$ cat src/rtl/prog_loader_if.sv
// ---------------------------------------------------------------------------
// prog_loader_if
// Byte stream carrying a program image into prog_loader.
//   in_valid : producer has a byte on in_data
//   in_data  : stream byte (word count, then big-endian instruction words)
//   in_ready : loader accepts the byte on this rising edge
// A byte moves on a rising edge where in_valid && in_ready.
// master = byte producer, slave = loader.
// ---------------------------------------------------------------------------
interface prog_loader_if;
  logic       in_valid;
  logic [7:0] in_data;
  logic       in_ready;

  modport master (output in_valid, output in_data, input in_ready);
  modport slave  (input in_valid, input in_data, output in_ready);
endinterface

$ cat src/rtl/prog_loader.sv
// ---------------------------------------------------------------------------
// prog_loader
// Program-load and run sequencer for the single-cycle processor. Takes a
// byte stream (count byte, then big-endian 32-bit words), writes one word
// per WRITE cycle into instruction memory, idles the load port for one GAP
// cycle, holds working high for RUN_CYCLES cycles, then reports done.
//
// Ports:
//   clock, rst_n    : rising-edge clock, asynchronous active-low reset
//   start           : one-cycle pulse, honoured in IDLE or DONE
//   abort           : level, returns to IDLE from any state (beats start)
//   stream          : byte stream slave (in_valid/in_data/in_ready)
//   addr/wr/wdata   : instruction memory load port (word index address)
//   working         : processor run enable
//   done, err       : run finished / header error; held until start/abort
// All outputs are registered.
// ---------------------------------------------------------------------------
module prog_loader #(
  parameter int IMEM_DEPTH = 32,
  parameter int RUN_CYCLES = 155
) (
  input  logic         clock,
  input  logic         rst_n,
  input  logic         start,
  input  logic         abort,
  prog_loader_if.slave stream,
  output logic [31:0]  addr,
  output logic         wr,
  output logic [31:0]  wdata,
  output logic         working,
  output logic         done,
  output logic         err
);

  // Word index width; the count byte limits usable depth to 255 anyway.
  localparam int IDX_W = (IMEM_DEPTH > 1) ? $clog2(IMEM_DEPTH) : 1;

  typedef enum logic [2:0] {
    S_IDLE, S_HEADER, S_LOAD, S_WRITE, S_GAP, S_RUN, S_DONE
  } state_t;

  state_t           state, state_nx;
  logic [7:0]       count;
  logic [IDX_W-1:0] idx;
  logic [1:0]       byte_cnt;
  logic [23:0]      shift;     // first three bytes of the word in flight
  logic [15:0]      run_cnt;
  logic             in_ready_q;

  logic             fire, hdr_ok, last_word, run_last;
  logic             in_ready_nx, wr_nx, working_nx, done_nx, err_nx;
  logic [31:0]      addr_nx, wdata_nx;

  assign stream.in_ready = in_ready_q;
  assign fire      = stream.in_valid && in_ready_q;
  assign hdr_ok    = (stream.in_data != 8'd0) &&
                     ({24'd0, stream.in_data} <= 32'(IMEM_DEPTH));
  assign last_word = (({{(9-IDX_W){1'b0}}, idx} + 9'd1) == {1'b0, count});
  assign run_last  = (run_cnt == 16'(RUN_CYCLES - 1));

  // State register.
  // NOTE: sequential state uses non-blocking assignments so every register
  // samples pre-edge values, independent of process ordering.
  always_ff @(posedge clock or negedge rst_n) begin
    if (!rst_n) state <= S_IDLE;
    else        state <= state_nx;
  end

  // Next-state logic.
  // NOTE: every combinational output gets a default first so no path
  // leaves it unassigned, which would infer a latch.
  always_comb begin
    state_nx = state;
    case (state)
      S_IDLE:   if (start) state_nx = S_HEADER;
      S_HEADER: if (fire)  state_nx = hdr_ok ? S_LOAD : S_DONE;
      S_LOAD:   if (fire && byte_cnt == 2'd3) state_nx = S_WRITE;
      S_WRITE:  state_nx = last_word ? S_GAP : S_LOAD;
      S_GAP:    state_nx = S_RUN;
      S_RUN:    if (run_last) state_nx = S_DONE;
      S_DONE:   if (start) state_nx = S_HEADER;
      default:  state_nx = S_IDLE;
    endcase
    if (abort) state_nx = S_IDLE;
  end

  // Output decode, from the state being entered so the registered outputs
  // line up with that state.
  always_comb begin
    in_ready_nx = (state_nx == S_HEADER) || (state_nx == S_LOAD);
    wr_nx       = (state_nx == S_WRITE);
    addr_nx     = '0;
    wdata_nx    = '0;
    if (state_nx == S_WRITE) begin
      addr_nx  = 32'(idx);
      wdata_nx = {shift, stream.in_data};  // 4th byte goes straight to LSB
    end
    working_nx  = (state_nx == S_RUN);
    done_nx     = (state_nx == S_DONE);
    // Only a bad header reaches DONE from HEADER; DONE keeps its flag.
    err_nx      = (state_nx == S_DONE) &&
                  ((state == S_HEADER) || ((state == S_DONE) && err));
  end

  // Output registers.
  always_ff @(posedge clock or negedge rst_n) begin
    if (!rst_n) begin
      in_ready_q <= 1'b0;
      wr         <= 1'b0;
      addr       <= '0;
      wdata      <= '0;
      working    <= 1'b0;
      done       <= 1'b0;
      err        <= 1'b0;
    end else begin
      in_ready_q <= in_ready_nx;
      wr         <= wr_nx;
      addr       <= addr_nx;
      wdata      <= wdata_nx;
      working    <= working_nx;
      done       <= done_nx;
      err        <= err_nx;
    end
  end

  // Datapath: count, word index, byte assembly, run counter.
  always_ff @(posedge clock or negedge rst_n) begin
    if (!rst_n) begin
      count    <= '0;
      idx      <= '0;
      byte_cnt <= '0;
      shift    <= '0;
      run_cnt  <= '0;
    end else if (abort) begin
      // Discard any partial word so a later load starts clean.
      idx      <= '0;
      byte_cnt <= '0;
      shift    <= '0;
      run_cnt  <= '0;
    end else begin
      case (state)
        S_HEADER: if (fire && hdr_ok) begin
          count    <= stream.in_data;
          idx      <= '0;
          byte_cnt <= '0;
          shift    <= '0;
        end
        S_LOAD: if (fire) begin
          shift    <= {shift[15:0], stream.in_data};
          byte_cnt <= byte_cnt + 2'd1;   // wraps to 0 on the 4th byte
        end
        S_WRITE: if (!last_word) idx <= idx + IDX_W'(1);
        S_GAP:   run_cnt <= '0;
        S_RUN:   run_cnt <= run_cnt + 16'd1;
        default: ;
      endcase
    end
  end

endmodule

$ cat src/flat_wrapper.sv
// flat-port wrapper written by rule: the top's interface ports become plain ports
module prog_loader_flat 
#(
  parameter int IMEM_DEPTH = 32,
  parameter int RUN_CYCLES = 155
)
  (clock, rst_n, start, abort, addr, wr, wdata, working, done, err, stream_in_valid, stream_in_data, stream_in_ready);
  prog_loader_if stream_i ();
  input  logic clock;
  input  logic rst_n;
  input  logic start;
  input  logic abort;
  output logic [31:0] addr;
  output logic wr;
  output logic [31:0] wdata;
  output logic working;
  output logic done;
  output logic err;
  input wire logic [$bits(stream_i.in_valid)-1:0] stream_in_valid;
  input wire logic [$bits(stream_i.in_data)-1:0] stream_in_data;
  output wire logic [$bits(stream_i.in_ready)-1:0] stream_in_ready;
  assign stream_i.in_valid = stream_in_valid;
  assign stream_i.in_data = stream_in_data;
  assign stream_in_ready = stream_i.in_ready;
  prog_loader #(.IMEM_DEPTH(IMEM_DEPTH), .RUN_CYCLES(RUN_CYCLES)) u_core (.clock(clock), .rst_n(rst_n), .start(start), .abort(abort), .stream(stream_i), .addr(addr), .wr(wr), .wdata(wdata), .working(working), .done(done), .err(err));
endmodule
$ cat config.mk
export PLATFORM = sky130hd
export DESIGN_NAME = prog_loader_flat
export DESIGN_NICKNAME = d
export VERILOG_FILES = /design/src/rtl/prog_loader_if.sv /design/src/rtl/prog_loader.sv /design/src/flat_wrapper.sv
export SDC_FILE = /design/constraint.sdc
export NUM_CORES = 1
export LEC_CHECK = 0
export ABC_AREA = 0
export BUFFER_PORTS_ARGS = -buffer_cell sky130_fd_sc_hd__buf_4
export CAP_MARGIN = 40
export CORE_MARGIN = 2
export CORE_UTILIZATION = 55
export CTS_BUF_LIST = sky130_fd_sc_hd__clkbuf_16
export CTS_CLUSTER_SIZE = 30
export DETAILED_ROUTE_END_ITERATION = 10
export PLACE_DENSITY = 0.85
export SYNTH_ARGS = -nofsm -noshare
export SYNTH_HDL_FRONTEND = slang
export SYNTH_SLANG_ARGS = --single-unit
$ cat constraint.sdc
create_clock -name clock -period 3 [get_ports clock]
set_clock_uncertainty 0.05 [all_clocks]
set_input_delay 0.3 -clock clock [delete_from_list [all_inputs] [get_ports clock]]
set_output_delay 0.3 -clock clock [all_outputs]
set_load 0.05 [all_outputs]
---- Yosys cells after proc, flatten, opt, wreduce, memory -nomap -nowiden ----
Index checks and enable logic that the tools add are counted.
W data, S select, Z words.
cells by class
  add/subtract/negate cells ............... 4
  multipliers ............................. 0
  div/mod/pow operators ................... 0
  order comparisons ....................... 1
  eq/ne operators ......................... 17
  shift-type cells ........................ 0
  multiplexer cells ....................... 24
  bitwise logic cells ..................... 1
  reduce and logical (&&, ||, !) cells .... 17
operator list
  cell                     count
  $mux W24                 3
  $pmux W24 S2             1
  $mux W32                 1
  $pmux W16 S2             1
  $mux W3                  7
  $mux W5                  4
  $pmux W3 S6              1
  $add A16 B1 Y16 const B  1
  $eq A16 B8 Y1 const B    1
  $mux W16                 1
  $eq A3 B3 Y1 const B     5
  $eq A3 B2 Y1 const B     4
  $pmux W5 S2              1
  $eq A9 B8 Y1             1
  $reduce_and A3 Y1        3
  $reduce_bool A3 Y1       3
  $le A8 B6 Y1 const B     1
  $reduce_bool A8 Y1       1
  $add A5 B1 Y6 const B    1
  $eq A3 B1 Y1 const B     2
  $logic_and A1 B1 Y1      6
  $mux W2                  3
  $ne A3 B3 Y1 const B     2
  $add A5 B1 Y5 const B    1
  other kinds (8)          9
word-level totals
  bits in registers ....................... 100
  bits in latches ......................... 0
  RAM bits ................................ 0
  ROM bits ................................ 0
  input port bits ......................... 13
  memories kept ........................... 0

---- Longest topological paths before layout ----
  word-level depth ........................ 8
  gate-level depth with buffers ........... 10
  gate-level depth less buffers ........... 8

---- Worst setup path after synthesis ----
OpenSTA, ideal clock, no wires.
  path kind ............................... reg2reg
  from .................................... register u_core.idx[0]
  to ...................................... register u_core.wdata[10]
  setup time .............................. 117 ps
  arrival ................................. 2,253 ps
  setup slack ............................. 581 ps
  cell stages (with the launch flop) ...... 10
  buffers on the path ..................... 2
  cell sequence ........................... dfrtp_1 -> ha_1 -> xor2_1 -> or4_4 -> nor4_4 -> a211o_2 -> a31oi_1 -> buf_6 -> buf_6 -> and2_4
on the way
  word-level cells in the longest chain between the ends .. 7
ends and longest elaborated chain
  item                     RTL line            RTL
  start, declared          prog_loader.sv:44   logic [IDX_W-1:0] idx;
  start signal, assigned   prog_loader.sv:152  S_WRITE: if (!last_word) idx <= idx + IDX_W'(1);
  $add A5 B1 Y6            prog_loader.sv:58   assign last_word = (({{(9-IDX_W){1'b0}}, idx} + 9'd1) == {1'b0, count});
  $eq A9 B8 Y1             prog_loader.sv:58
  $mux W3                  prog_loader.sv:78   S_WRITE: state_nx = last_word ? S_GAP : S_LOAD;
  $pmux W3 S6              prog_loader.sv:74   case (state)
  $mux W3                  prog_loader.sv:84   if (abort) state_nx = S_IDLE;
  $eq A3 B2 Y1             prog_loader.sv:94   if (state_nx == S_WRITE) begin
  $mux W32                 prog_loader.sv:94
  net u_core.wdata_nx[10]  prog_loader.sv:52   logic [31:0] addr_nx, wdata_nx;
  end signal, assigned     prog_loader.sv:119  wdata <= wdata_nx;
  end, declared            prog_loader.sv:29   output logic [31:0] wdata,
The timed path passes the listed nets, and every way through them passes these cells.
A chain may end at the register's enable or synchronous reset.

---- Worst setup path after layout ----
  from .................................... register u_core.idx[0]
  to ...................................... register u_core.addr[3]
on the way
  word-level cells in the longest chain between the ends .. 7
ends and longest elaborated chain
  item                   RTL line            RTL
  $add A5 B1 Y6          prog_loader.sv:58
  $eq A9 B8 Y1           prog_loader.sv:58
  $mux W3                prog_loader.sv:78
  $pmux W3 S6            prog_loader.sv:74
  $mux W3                prog_loader.sv:84
  $eq A3 B2 Y1           prog_loader.sv:94
  $mux W5                prog_loader.sv:94
  net u_core.addr_nx[3]  prog_loader.sv:52
  end signal, assigned   prog_loader.sv:118  addr <= addr_nx;
  end, declared          prog_loader.sv:27   output logic [31:0] addr,
The timed path passes the listed nets, and every way through them passes these cells.

==> impl_metrics.toml <==
[route]
met1Wirelength_um = 3700
drc = 0
top_layer = "met4"
wl_met3_um = 526
wl_per_cell_um = 15.2
vias = 3143
ant_nets = 0
first_pass_iters = 5
wl_met2_um = 4230
avgViaCountPerCell = 5.61
drt_iter0_markers = 132
drt_wl_total_um = 8540

[global_routing]
grt-ovfl-total = 0
grt_max_degree = 49
grt_util_all_layers_pct = 20.5
grt_pass1_wl_um = 14100
grt_antenna_before_repair = 0
grt_pass1_vias = 2808

[clock_network]
cts_setup_buffers = 0
cts_buffer_depth = 2
path_clk_slew_ns = 0.07
cts_htree_levels = 3
cts.sinks = 100
numCtsBuffers = 9
clk_latency_ns = 0.34
cts_tree = "done"
cts_root_buf = "clkbuf_16"

[critical_path]
arrival_ns = 2.84
required_ns = 3.17
endpoint_kind = "flop"
path_max_fanout = 38
worstSetupStartpointType = "flop"
worstSetupPathType = "reg -> reg"

[placed_design]
hpwl_um = 5820
place_congestion = 0.860
portBuffers = 54
dp_slack_ns = 0.349

[logic_synthesis]
ys_async_sr_fraction_pct = 100
yosys.cell_types.count = 50
avgSynthCellArea_um2 = 11.2
ys.flop_type = "dfrtp_1"
ys_seq_elements = 100
yosysWarningCount = 0
synth_cells = 397
synth-edff-count = 0
syn_area_mm2 = 0.00446
yosysSeqAreaShare_pct = 56.1

[timing]
finalWorstSetupSlack_ns = 0.327
rsz0062_at_grt = "false"
fin_crit_sh_pct = 89.1
slew_headroom_pct = 43.9
maxSlewViolCount = 0
worst_slew_pin_slew_ns = 0.838
hold_ws_ns = 0.153
min_period_ns = 2.67
setup_viol = 0
max_freq_ghz = 0.374
hold_violations = 0
fin_tns_setup_ns = 0

[floorplan]
rows = 32
dieArea_mm2 = 0.00885
ios = 82
core-area_mm2 = 0.00781
die_h_um = 94.1
start_util_pct = 57.2
die_w_um = 94.1

[pwr]
power_density_mw_per_mm2 = 525
leakagePower_nw = 2.59
ir_drop_v = 0.000282

[layout]
fin_nets = 470
layout-drive-gt1-share_pct = 24.5
n_fill_cell = 584
num_antenna_cells = 0
area_delta_synth_final_pct = 16.1

[status]
status = "finished, final reports clean"

[worst_hold_path]
hold_path.class = "in -> reg"

[job]
cap_violations = 0
-- worst max-delay path: stages (launching register included) --
cell	delay (ns)
dfrtp_1	0.48
ha_1	0.37
xor2_1	0.15
or4_4	0.43
nor4_4	0.29
a211o_2	0.25
a31oi_2	0.09
buf_4	0.25
and2_1	0.21
-- power by group --
group          internal (mW)  switching (mW)  leakage (nW)  total (mW)
clock network          0.577           0.509         0.144        1.09
logic                 0.0640           0.189          1.05       0.253
registers               1.36          0.0203          1.39        1.38
-- worst paths after layout --
check                                  startpoint          endpoint  slack (ns)  cells past startpoint
worst max-delay path                u_core.idx[0]    u_core.addr[3]        0.33                      8
worst min-delay path            stream_in_data[1]   u_core.wdata[1]        0.15                      2
worst max register to register      u_core.idx[0]    u_core.addr[3]        0.33                      8
worst min register to register   u_core.shift[19]  u_core.wdata[27]        0.44                      1
max in group asynchronous                   rst_n  u_core.wdata[24]        1.68                      4
min in group asynchronous                   rst_n  u_core.wdata[22]        0.44                      2
-- per-layer routing --
layer	vias to the layer above	GRT usage (%)
li1	1452	-
met1	1557	29.0
met2	126	32.6
met3	8	4.09
met4	0	5.31
met5	-	0
-- state kept, by name (all words and copies together) (netlist names) --
register                count
u_core.shift               24
u_core.addr                 5
u_core.state                3
u_core.err                  1
u_core.wr                   1
u_core.working              1
u_core.stream.in_ready      1
u_core.done                 1
u_core.idx                  5
u_core.run_cnt             16
u_core.count                8
u_core.wdata               32
u_core.byte_cnt             2
-- per-stage QoR --
step           power, mW  std cells  utilization, %  instance area [µm²]
2_1_floorplan       1.61        423               -                 4560
3_3_place_gp        1.65        541            62.1                 4850
3_5_place_dp        1.66        543            62.6                 4890
4_1_cts             2.75        560            66.4                 5180
5_1_grt             2.84        560            66.4                 5180
6_report            2.72        560            66.4                 5180
-- kinds of logic (layout without fill, tap and decap cells) --
group | after synthesis | after routing | share of synthesized area [%]
AND/OR/NAND/NOR | 147 | 147 | 19.7
flip-flops | 100 | 100 | 56.1
AO/OA/AOI/OAI | 82 | 82 | 12.6
buffers and inverters | 47 | 82 | 6.87
XOR/XNOR | 8 | 8 | 1.57
multiplexers | 8 | 8 | 1.99
adder cells (fa/ha/maj) | 4 | 4 | 1.12
other | 1 | 27 | 0.0840
-- repair_timing --
action / in CTS / in global routing
hold endpoints to repair: 42 / 0
setup endpoints to repair: 0 / 0
hold buffers: 1 / 0
resized for setup: 0 / 0
-- layout by cell type, fill, tap and decap left out, types with 4 or more instances in the layout --
| cell type | netlist | final |
|---|---|---|
| and2_1 | 20 | 20 |
| clkbuf_16 | 0 | 9 |
| dfrtp_1 | 100 | 100 |
| and3_1 | 5 | 5 |
| inv_1 | 4 | 5 |
| mux2_2 | 7 | 7 |
| nor2b_1 | 8 | 8 |
| a31oi_1 | 7 | 6 |
| a21oi_1 | 5 | 5 |
| and2_4 | 20 | 20 |
| xor2_1 | 4 | 4 |
| a22o_1 | 26 | 26 |
| ha_1 | 4 | 4 |
| conb_1 | 1 | 27 |
| xnor2_1 | 4 | 4 |
| o21ai_0 | 30 | 30 |
| nand4_1 | 5 | 5 |
| nor2_1 | 23 | 23 |
| nand2_1 | 24 | 24 |
| buf_4 | 27 | 59 |
| nand3_1 | 13 | 13 |
-- layout make-up --
cell class,count,area (µm²),area share (%)
well taps,102,128,2.46
clock buffers,9,225,4.34
clock inverters,7,58.8,1.13
repair buffers,62,492,9.48
multi-input cells,276,1760,34.0
flip-flops and latches,100,2500,48.3
inverters,4,15.0,0.290
-- synthesized netlist by cell type, drive strengths merged (2+ instances only) --
library cell / n / area (µm²)
dfrtp: 100 / 2500
and2: 41 / 307
buf: 35 / 261
o21ai: 30 / 150
a22o: 26 / 228
nand2: 24 / 90.1
nor2: 24 / 92.6
nand3: 13 / 65.1
clkbuf: 8 / 30.0
nor2b: 8 / 50.1
a31oi: 7 / 43.8
mux2: 7 / 78.8
a21oi: 6 / 33.8
and3: 5 / 31.3
nand4: 5 / 31.3
ha: 4 / 50.1
inv: 4 / 15.0
nor3b: 4 / 30.0
xnor2: 4 / 35.0
xor2: 4 / 35.0
nand2b: 3 / 18.8
nand3b: 3 / 22.5
nor3: 3 / 15.0
nor4: 3 / 33.8
o31ai: 3 / 22.5
or4: 3 / 26.3
a21o: 2 / 15.0
nor4bb: 2 / 20.0
o2111ai: 2 / 17.5
or3: 2 / 12.5
(Power assumes the default switching activity.)
